**src/rtl/hsi_mse_pkg.sv**
```systemverilog
// Shared widths and state type for the MSE minimum tracker.
package hsi_mse_pkg;

    localparam int HM_DATA_WIDTH_ACC = 32;
    localparam int HM_LEN_WIDTH      = 8;
    localparam int HM_REF_WIDTH      = 8;

    typedef enum logic [1:0] {
        MT_IDLE,
        MT_RUN,
        MT_DIVIDE,
        MT_DONE
    } mse_tracker_state_t;

endpackage

```
**src/rtl/mse_min_tracker_seq_divider.sv**
```systemverilog
// Restoring unsigned divider, one quotient bit per cycle.
// The first iteration is folded into the load cycle, so done rises exactly
// DATA_WIDTH cycles after start. A start while busy restarts the division.
module seq_divider #(
    parameter int DATA_WIDTH = 32
) (
    input  logic                  clk,
    input  logic                  rst_n,
    input  logic                  start,
    input  logic [DATA_WIDTH-1:0] dividend,
    input  logic [DATA_WIDTH-1:0] divisor,
    output logic                  done,
    output logic [DATA_WIDTH-1:0] quotient
);

    localparam int CW = (DATA_WIDTH > 1) ? $clog2(DATA_WIDTH) : 1;

    logic [DATA_WIDTH-1:0] rem, quo, src_rem, src_quo, step_rem, step_quo;
    logic [DATA_WIDTH:0]   trial;
    logic                  ge;
    logic [CW-1:0]         remaining;
    logic                  running;

    // One restoring step, taken either from the fresh operands or the running state.
    always_comb begin
        src_rem  = start ? '0 : rem;
        src_quo  = start ? dividend : quo;
        trial    = {src_rem, src_quo[DATA_WIDTH-1]};
        ge       = (trial >= {1'b0, divisor});
        step_rem = ge ? (trial[DATA_WIDTH-1:0] - divisor) : trial[DATA_WIDTH-1:0];
        step_quo = {src_quo[DATA_WIDTH-2:0], ge};
    end

    // Iteration register with a down-counter of remaining steps.
    always_ff @(posedge clk) begin
        if (!rst_n) begin
            rem       <= '0;
            quo       <= '0;
            remaining <= '0;
            running   <= 1'b0;
            done      <= 1'b0;
        end else begin
            done <= 1'b0;
            if (start) begin
                rem       <= step_rem;
                quo       <= step_quo;
                remaining <= CW'(DATA_WIDTH - 1);
                running   <= 1'b1;
            end else if (running) begin
                rem       <= step_rem;
                quo       <= step_quo;
                remaining <= remaining - CW'(1);
                if (remaining == CW'(1)) begin
                    running <= 1'b0;
                    done    <= 1'b1;
                end
            end
        end
    end

    assign quotient = quo;

endmodule

```
**src/rtl/mse_min_tracker.sv**
```systemverilog
// Tracks the minimum per-vector SSE over a reference library and reports
// its index, the SSE and the SSE divided by the vector length.
//
//  state     | meaning
//  ----------+------------------------------------------------------------
//  MT_IDLE   | waiting for a start with non-zero config
//  MT_RUN    | consuming accumulator beats, updating the running minimum
//  MT_DIVIDE | divider working on min_sse / vector_length
//  MT_DONE   | one-cycle result_valid, then back to idle
import hsi_mse_pkg::*;

module mse_min_tracker #(
    parameter int DATA_WIDTH_ACC = HM_DATA_WIDTH_ACC,
    parameter int LEN_WIDTH      = HM_LEN_WIDTH,
    parameter int REF_WIDTH      = HM_REF_WIDTH
) (
    input  logic                      clk,
    input  logic                      rst_n,
    input  logic                      start,
    input  logic [LEN_WIDTH-1:0]      vector_length,
    input  logic [REF_WIDTH-1:0]      num_refs,
    input  logic                      acc_valid,
    input  logic [DATA_WIDTH_ACC-1:0] acc_value,
    output logic                      busy,
    output logic                      result_valid,
    output logic [REF_WIDTH-1:0]      min_index,
    output logic [DATA_WIDTH_ACC-1:0] min_sse,
    output logic [DATA_WIDTH_ACC-1:0] min_mse,
    output logic                      overrun
);

    mse_tracker_state_t state, next_state;

    logic [LEN_WIDTH-1:0]      len_q, beat_cnt;
    logic [REF_WIDTH-1:0]      refs_q, ref_cnt;
    logic                      cfg_nonzero, start_ok, beat_run, closing, last_ref, take_new;
    logic                      div_start, div_done;
    logic [DATA_WIDTH_ACC-1:0] best_sse, div_divisor, div_quotient;

    // A start from idle with zero config is ignored; elsewhere it always aborts.
    assign cfg_nonzero = (vector_length != '0) && (num_refs != '0);
    assign start_ok    = start && ((state != MT_IDLE) || cfg_nonzero);

    // start has priority over a coincident beat, which is dropped.
    assign beat_run    = (state == MT_RUN) && acc_valid && !start;
    assign closing     = (beat_cnt == (len_q - LEN_WIDTH'(1)));
    assign last_ref    = (ref_cnt == (refs_q - REF_WIDTH'(1)));
    assign take_new    = (ref_cnt == '0) || (acc_value < min_sse);
    assign best_sse    = take_new ? acc_value : min_sse;
    assign div_start   = beat_run && closing && last_ref;
    assign div_divisor = DATA_WIDTH_ACC'(len_q);

    assign busy         = (state == MT_RUN) || (state == MT_DIVIDE);
    assign result_valid = (state == MT_DONE);

    seq_divider #(
        .DATA_WIDTH(DATA_WIDTH_ACC)
    ) u_div (
        .clk      (clk),
        .rst_n    (rst_n),
        .start    (div_start),
        .dividend (best_sse),
        .divisor  (div_divisor),
        .done     (div_done),
        .quotient (div_quotient)
    );

    // Next-state decode.
    always_comb begin
        next_state = state;
        if (start_ok) begin
            next_state = cfg_nonzero ? MT_RUN : MT_IDLE;
        end else begin
            case (state)
                MT_IDLE:   next_state = MT_IDLE;
                MT_RUN:    if (div_start) next_state = MT_DIVIDE;
                MT_DIVIDE: if (div_done) next_state = MT_DONE;
                MT_DONE:   next_state = MT_IDLE;
                default:   next_state = MT_IDLE;
            endcase
        end
    end

    // State register.
    always_ff @(posedge clk) begin
        if (!rst_n) begin
            state <= MT_IDLE;
        end else begin
            state <= next_state;
        end
    end

    // Config latch, beat/vector counters, running minimum and result capture.
    always_ff @(posedge clk) begin
        if (!rst_n) begin
            len_q     <= '0;
            refs_q    <= '0;
            beat_cnt  <= '0;
            ref_cnt   <= '0;
            min_index <= '0;
            min_sse   <= '0;
            min_mse   <= '0;
            overrun   <= 1'b0;
        end else if (start_ok) begin
            len_q     <= vector_length;
            refs_q    <= num_refs;
            beat_cnt  <= '0;
            ref_cnt   <= '0;
            min_index <= '0;
            min_sse   <= '0;
            min_mse   <= '0;
            overrun   <= 1'b0;
        end else begin
            if (acc_valid && ((state == MT_DIVIDE) || (state == MT_DONE))) begin
                overrun <= 1'b1;
            end
            if (beat_run) begin
                if (closing) begin
                    beat_cnt <= '0;
                    ref_cnt  <= ref_cnt + REF_WIDTH'(1);
                    if (take_new) begin
                        min_sse   <= acc_value;
                        min_index <= ref_cnt;
                    end
                end else begin
                    beat_cnt <= beat_cnt + LEN_WIDTH'(1);
                end
            end
            if ((state == MT_DIVIDE) && div_done) begin
                min_mse <= div_quotient;
            end
        end
    end

endmodule
```
**config.mk**
```make
export PLATFORM = sky130hd
export DESIGN_NAME = mse_min_tracker
export DESIGN_NICKNAME = d
export VERILOG_FILES = /design/src/rtl/hsi_mse_pkg.sv /design/src/rtl/mse_min_tracker_seq_divider.sv /design/src/rtl/mse_min_tracker.sv
export SDC_FILE = /design/constraint.sdc
export NUM_CORES = 1
export LEC_CHECK = 0
export BUFFER_PORTS_ARGS = -buffer_cell sky130_fd_sc_hd__buf_2
export CELL_PAD_IN_SITES_DETAIL_PLACEMENT = 1
export CELL_PAD_IN_SITES_GLOBAL_PLACEMENT = 2
export CORE_MARGIN = 5
export CORE_UTILIZATION = 35
export CTS_CLUSTER_DIAMETER = 60
export DETAILED_ROUTE_END_ITERATION = 8
export PLACE_DENSITY_LB_ADDON = 0.1
export SLEW_MARGIN = 10
export SYNTH_ARGS = -nofsm -noshare
export SYNTH_HDL_FRONTEND = slang
export SYNTH_SLANG_ARGS = --single-unit
```
**constraint.sdc**
```tcl
create_clock -name clk -period 6.35 [get_ports clk]
set_input_delay 1.27 -clock clk [delete_from_list [all_inputs] [get_ports clk]]
set_output_delay 1.27 -clock clk [all_outputs]
set_load 0.02 [all_outputs]
```
; Word level (Yosys, flattened, before mapping)
; Cells that the tools add are included.
; Widths: inputs -> output; s select.
[op_classes]
order_cmp = 2
n_eq_ne = 8
shifts = 0
n_reduce_logical = 25
div_mod_pow = 0
multipliers = 0
n_mux = 20
bitwise = 2
n_addsub = 6
[ops]
columns = operator, count
row1 = $mux 32, 8
row2 = $ge 33x8->1, 1
row3 = $lt 32x32->1, 1
row4 = $sub 32x8->32, 1
row5 = $add 8x1->8 const B, 2
row6 = $eq 8x8->1, 2
row7 = $reduce_bool 8->1, 2
row8 = $sub 8x1->8 const B, 2
row9 = $mux 5, 2
row10 = $logic_and 1x1->1, 8
row11 = $logic_not 8->1, 1
row12 = $mux 8, 1
row13 = $mux 2, 3
row14 = $ne 3x2->1 const B, 2
row15 = $pmux 2 s3, 1
row16 = $eq 5x1->1 const B, 1
row17 = $mux 1, 5
row18 = $sub 5x1->5 const B, 1
row19 = $eq 2x2->1 const B, 2
row20 = $logic_or 1x1->1, 4
row21 = $reduce_and 2->1, 2
row22 = $reduce_bool 2->1, 2
row23 = $reduce_or 2->1, 2
row24 = $reduce_and 3->1, 1
row25 = other kinds (5), 6
[word_totals]
ram_bits = 0
mem_count = 0
mem_bits_ro = 0
latchBits = 0
wordCells = 77
reg_bits = 178

; Depth between registers and ports, before layout
[logic_depth]
word_depth = 10
depth_mapped = 24
mapped_depth_nobuf = 21

; Hierarchy
; A second synthesis with hierarchy kept.
[hier_totals]
hier_cells = 1483
hier_area_um2 = 11339.6
[modules_own_cells]
columns = module, seq_area_each_um2, area_each_um2, instances, cells_per_inst
row1 = mse_min_tracker, 2142.1, 5888.1, 1, 762
row2 = seq_divider, 1421.4, 5451.5, 1, 721

; Worst setup path before layout
; Ideal clock, no wire load.
[synth_path]
kind = input -> register
from = input port acc_valid
to = register u_div.rem[20]
setup_time_ns = 0.120
slack_ns = 1.188
path_buffers = 4
t_arrival_ns = 5.041
cell_stages = 21
path_cell_list = nand2_1 nor2_1 nand4_1 a2111oi_4 and3_1 buf_6 buf_6 buf_2 buf_2 o21bai_1 ha_1 fa_1 nor2b_1 o21ai_0 a21boi_0 o21ai_0 o21ai_0 a21boi_0 o21ai_0 o211ai_1 a21oi_1
[synth_via]
elab_chain_len = 9
[synth_rtl]
columns = item, line_no
row1 = start: declaration, mse_min_tracker.sv:22  ; input logic acc_valid,
row2 = $logic_and 1x1->1 (*) (2 in series), mse_min_tracker.sv:45  ; assign beat_run = (state == MT_RUN) && acc_valid && !start;
row3 = $logic_and 1x1->1 (*) (2 in series), mse_min_tracker.sv:50  ; assign div_start = beat_run && closing && last_ref;
row4 = "$mux 32, on equally long branches", "mse_min_tracker_seq_divider.sv:27, mse_min_tracker_seq_divider.sv:26"
row5 = $sub 32x8->32 / $ge 33x8->1 (equally long branches), "mse_min_tracker_seq_divider.sv:30, mse_min_tracker_seq_divider.sv:29"
row6 = $mux 32, mse_min_tracker_seq_divider.sv:30  ; step_rem = ge ? (trial[DATA_WIDTH-1:0] - divisor) : trial[DATA_WIDTH-1:0];
row7 = $mux 32, mse_min_tracker_seq_divider.sv:49  ; end else if (running) begin
row8 = $mux 32, mse_min_tracker_seq_divider.sv:44  ; if (start) begin
row9 = end signal: assignment, mse_min_tracker_seq_divider.sv:45  ; rem <= step_rem;
row10 = end signal: assignment, mse_min_tracker_seq_divider.sv:50  ; rem <= step_rem;
row11 = end: declaration, mse_min_tracker_seq_divider.sv:18  ; logic [DATA_WIDTH-1:0] rem, quo, src_rem, src_quo, step_rem, step_quo;
; Every way passes the cells marked *; elsewhere a longest branch is shown, timed or not. The select of a mux whose other input is x is not followed.
; A chain may end at the register's enable or synchronous reset.

; Worst setup path after layout
[layout_path]
from = input port acc_value[27]
to = register u_div.rem[0]
[layout_via]
elab_chain_len = 8
[layout_rtl]
columns = item, line_no
row1 = start: declaration, mse_min_tracker.sv:23  ; input logic [DATA_WIDTH_ACC-1:0] acc_value,
row2 = $lt 32x32->1 (*), mse_min_tracker.sv:48  ; assign take_new = (ref_cnt == '0) || (acc_value < min_sse);
row3 = $logic_or 1x1->1 (*), mse_min_tracker.sv:48
row4 = $mux 32 (*), --
row5 = $mux 32 (*), mse_min_tracker_seq_divider.sv:27  ; src_quo = start ? dividend : quo;
row6 = $sub 32x8->32 / $ge 33x8->1 (equally long branches), "mse_min_tracker_seq_divider.sv:30, mse_min_tracker_seq_divider.sv:29"
row7 = $mux 32 (*), mse_min_tracker_seq_divider.sv:30
row8 = $mux 32, mse_min_tracker_seq_divider.sv:49
row9 = $mux 32 (*), mse_min_tracker_seq_divider.sv:44
; Marked as above.

==> impl_results.md <==
* Final GP Congestion at 0.776
* CTS HTree Levels at 4
* Synth top area share at 0.365
* Vias at 8545
* Yosys reg bits at approximately 180
* Combinational Power Share at 0.101
* # hold bufs at CTS at 0
* Slew @ Worst Pin at 1.04 ns
* Syn Inst Count at roughly 1200
* Cells on Worst Hold Path at 2
* Synth warnings at 0
* # nets final at ~1400
* Synth Flop Type: dfxtp_1
* Max Root-Sink Buffers at 2
* Sw power at 0.694 mW
* Yosys top cell by area: dfxtp_1
* Power Total at 2.48 mW
* Worst Hold End: overrun$_SDFFE_PP0P_
* Post-synth EDFFs at 0
* Hold Path Origin: overrun$_SDFFE_PP0P_
* Final setup fails at 0
* Root Buffer: clkbuf_16
* GRT overflow at 0
* Crit path launch type: input port
* LEAKAGE at 4.58 nW
* Max-Cap Viols at 0
* Remaining antenna violation count after routing at 0
* Die X at 177 µm
* Sequential power share at 0.459
* # DRC at 0
* RSZ-0062 raised after global routing: no
* Min-delay worst type: reg2reg
* Reg2reg start: refs_q[0]$_SDFFE_PN0P_
* Count leader, synth: dfxtp_1
* Reg2reg path depth at 19
* Via/cell ratio at 5.19
* Area delta synth->final at 15.8%
* P_int at 1.78 mW
* Switching Share at 0.280
* Max Clock Freq at between 0.15 and 0.2 GHz
* Status: completed
* Post-layout min period at 5.54 ns
* PD cells at 219 nW/µm²
* Sequential-to-total area share from yosys stat at 0.365
* Total core area at 27700 µm²
* DPL Wire Length at 20.9 mm
* Max_slew headroom at 0.303
* Largest net degree at the start of global routing at 89
* Clock sink total at around 180
* Antenna violations before repair at 0
* TritonRoute pass-1 iters at 4
* # rows at 61
* Clk pwr share at 0.440
* TritonCTS Buffers at 17
* Unique masters post-synth at 72
* Worst skew pair latency at 0.44 ns
* Starting density of the core at 0.353
* CTS tree: done
* Critical path required time at 6.69 ns
* Synth top area cells: dfxtp_1 36%, mux2i_1 9.6%, ha_1 6.5%, a21oi_1 5.1%, nor2_1 4.9%
* Layout cell share with drive strength beyond 1 at 0.179
* Final WL at 29.9 mm
* Mean Syn Cell Area at 8.40 µm²
* Skew final at 0.0198 ns
* Final Hold Viols at 0
* Slew Viols, Final at 0
* Top cells by count, synth: 178 x dfxtp_1, 128 x nor2_1, 109 x nand2_1
* Iter 0 DRT Violations at 389
* Vias in the first global route at 8741
* Post-route setup TNS at 0 ns
* Crit Path Category: in2reg
* Critical path arrival at between 5 and 6 ns
* Asr flop ratio synth at 0
* IO Port Bufs at between 100 and 150
* Reg2reg setup slack at 1.16 ns
* Peak supply drop at between 0.0001 and 0.00015 V
* FILL cells at 3368
* Setup bufs post-CTS at 0
* Syn nets at 1267
* IO Pins at 127
* R2R Path End: u_div.rem[0]$_SDFFE_PN0P_
* Period Utilization, post-route at 0.873
* Clock slew at reported path FFs at around 0.07 ns
* Crit end category: flop
* Synth Cell Area at 9770 µm²
* Post-DR wirelength/cell at ~18 µm
* First-pass GRT wire length at 48.4 mm
* Ant. Diodes at 0
* GRT Resource Usage Total at 0.193
* Largest fanout on the critical path at 12
* Die Ht at roughly 180 µm
* Die area at 31400 µm²
* Resized cells post-CTS at 0
stage by stage:
stage	cell area [µm²]	util	std cells	hold WS, ns	setup WS (ns)
6_report	11300	0.408	1647	0.446	0.808
5_1_grt	11300	0.408	1647	0.471	0.400
4_1_cts	11300	0.408	1647	0.455	0.788
3_5_place_dp	10700	0.387	1615	0.444	0.351
3_3_place_gp	10700	0.387	1615	0.435	0.473
2_1_floorplan	9770	-	1163	0.435	1.19
worst max-delay path, stage by stage:
cell and delay (ns):
buf_2 0.12, ha_1 0.29, nand4_1 0.12, nor3_1 0.39, o2111ai_1 0.28, a31oi_1 0.49
a211oi_4 0.08, a21oi_1 0.19, o21a_1 0.19, o21bai_1 0.12, ha_1 0.19, nor2b_1 0.07
o31a_1 0.27, o31a_1 0.29, o21a_1 0.30, nor2_1 0.29, o21a_1 0.44, o21ai_0 0.17
o22a_1 0.22, o32ai_1 0.09
sequential cells by signal, indices dropped and copies added (netlist names), 5 cells and up:
register / count
min_mse: 32
min_sse: 32
u_div.quotient: 32
u_div.rem: 32
beat_cnt: 8
len_q: 8
min_index: 8
ref_cnt: 8
refs_q: 8
u_div.remaining: 5
layout make-up:
type,count,area [µm²],area share
inverters,63,236,0.0209
multi-input cells,854,5680,0.502
clock buffers,18,429,0.0379
repair buffers,142,763,0.0675
flip-flops and latches,178,3560,0.315
clock inverters,14,164,0.0145
well taps,378,473,0.0418
worst max path at each step:
stage                   from                         end  cells past startpoint
2_1_floorplan      acc_valid  u_div.rem[20]$_SDFFE_PN0P_                     21
3_3_place_gp   acc_value[27]   u_div.rem[0]$_SDFFE_PN0P_                     20
3_5_place_dp   acc_value[27]   u_div.rem[0]$_SDFFE_PN0P_                     20
4_1_cts        acc_value[27]   u_div.rem[0]$_SDFFE_PN0P_                     20
5_1_grt        acc_value[29]  u_div.rem[20]$_SDFFE_PN0P_                     21
6_report       acc_value[27]   u_div.rem[0]$_SDFFE_PN0P_                     20
cell usage in the layout, fill, tap and decap left out, types with 4 or more instances in the layout:
cell type	count
dfxtp_1	177
nor2_1	128
buf_2	126
nand2_1	108
a21oi_1	99
mux2i_1	94
o21ai_0	72
inv_1	62
ha_1	51
mux2_2	31
nor3_1	29
nand3_1	27
xor2_1	24
xnor2_1	24
clkbuf_16	17
buf_4	15
o211ai_1	13
nand4_1	11
nor4_1	10
o21a_1	10
a31oi_1	10
a211oi_1	8
and2_1	8
or3_1	7
nor2b_1	6
or4_1	5
nor3b_1	4
and3_1	4
a21o_1	4
inv_6	4
kinds of logic after synthesis:
group / after synthesis / share of synthesized area
muxes: 125 / 0.132
buffers and inverters: 131 / 0.0554
and+or+nand+nor: 369 / 0.174
AOI/OAI and AO/OA: 260 / 0.163
DFF: 178 / 0.365
xor gates and xnor gates: 48 / 0.0430
adders and majority gates: 52 / 0.0673
power groups by stage:
stage	Combinational (mW)	Sequential, mW	Clock, mW
global route	0.282	1.14	1.17
global placement	0.250	1.16	0
CTS	0.255	1.14	1.12
floorplan	0.175	1.16	0
finish	0.251	1.14	1.09
detailed placement	0.253	1.16	0
per-layer routing:
layer,vias to the layer above,global-route usage,part of all wire
met4,0,0.0384,0.010
met1,4149,0.270,0.50
met5,-,0,0
met2,121,0.309,0.46
li1,4255,-,-
met3,20,0.0376,0.029
Note: power is estimated with default switching activity, not from simulation.
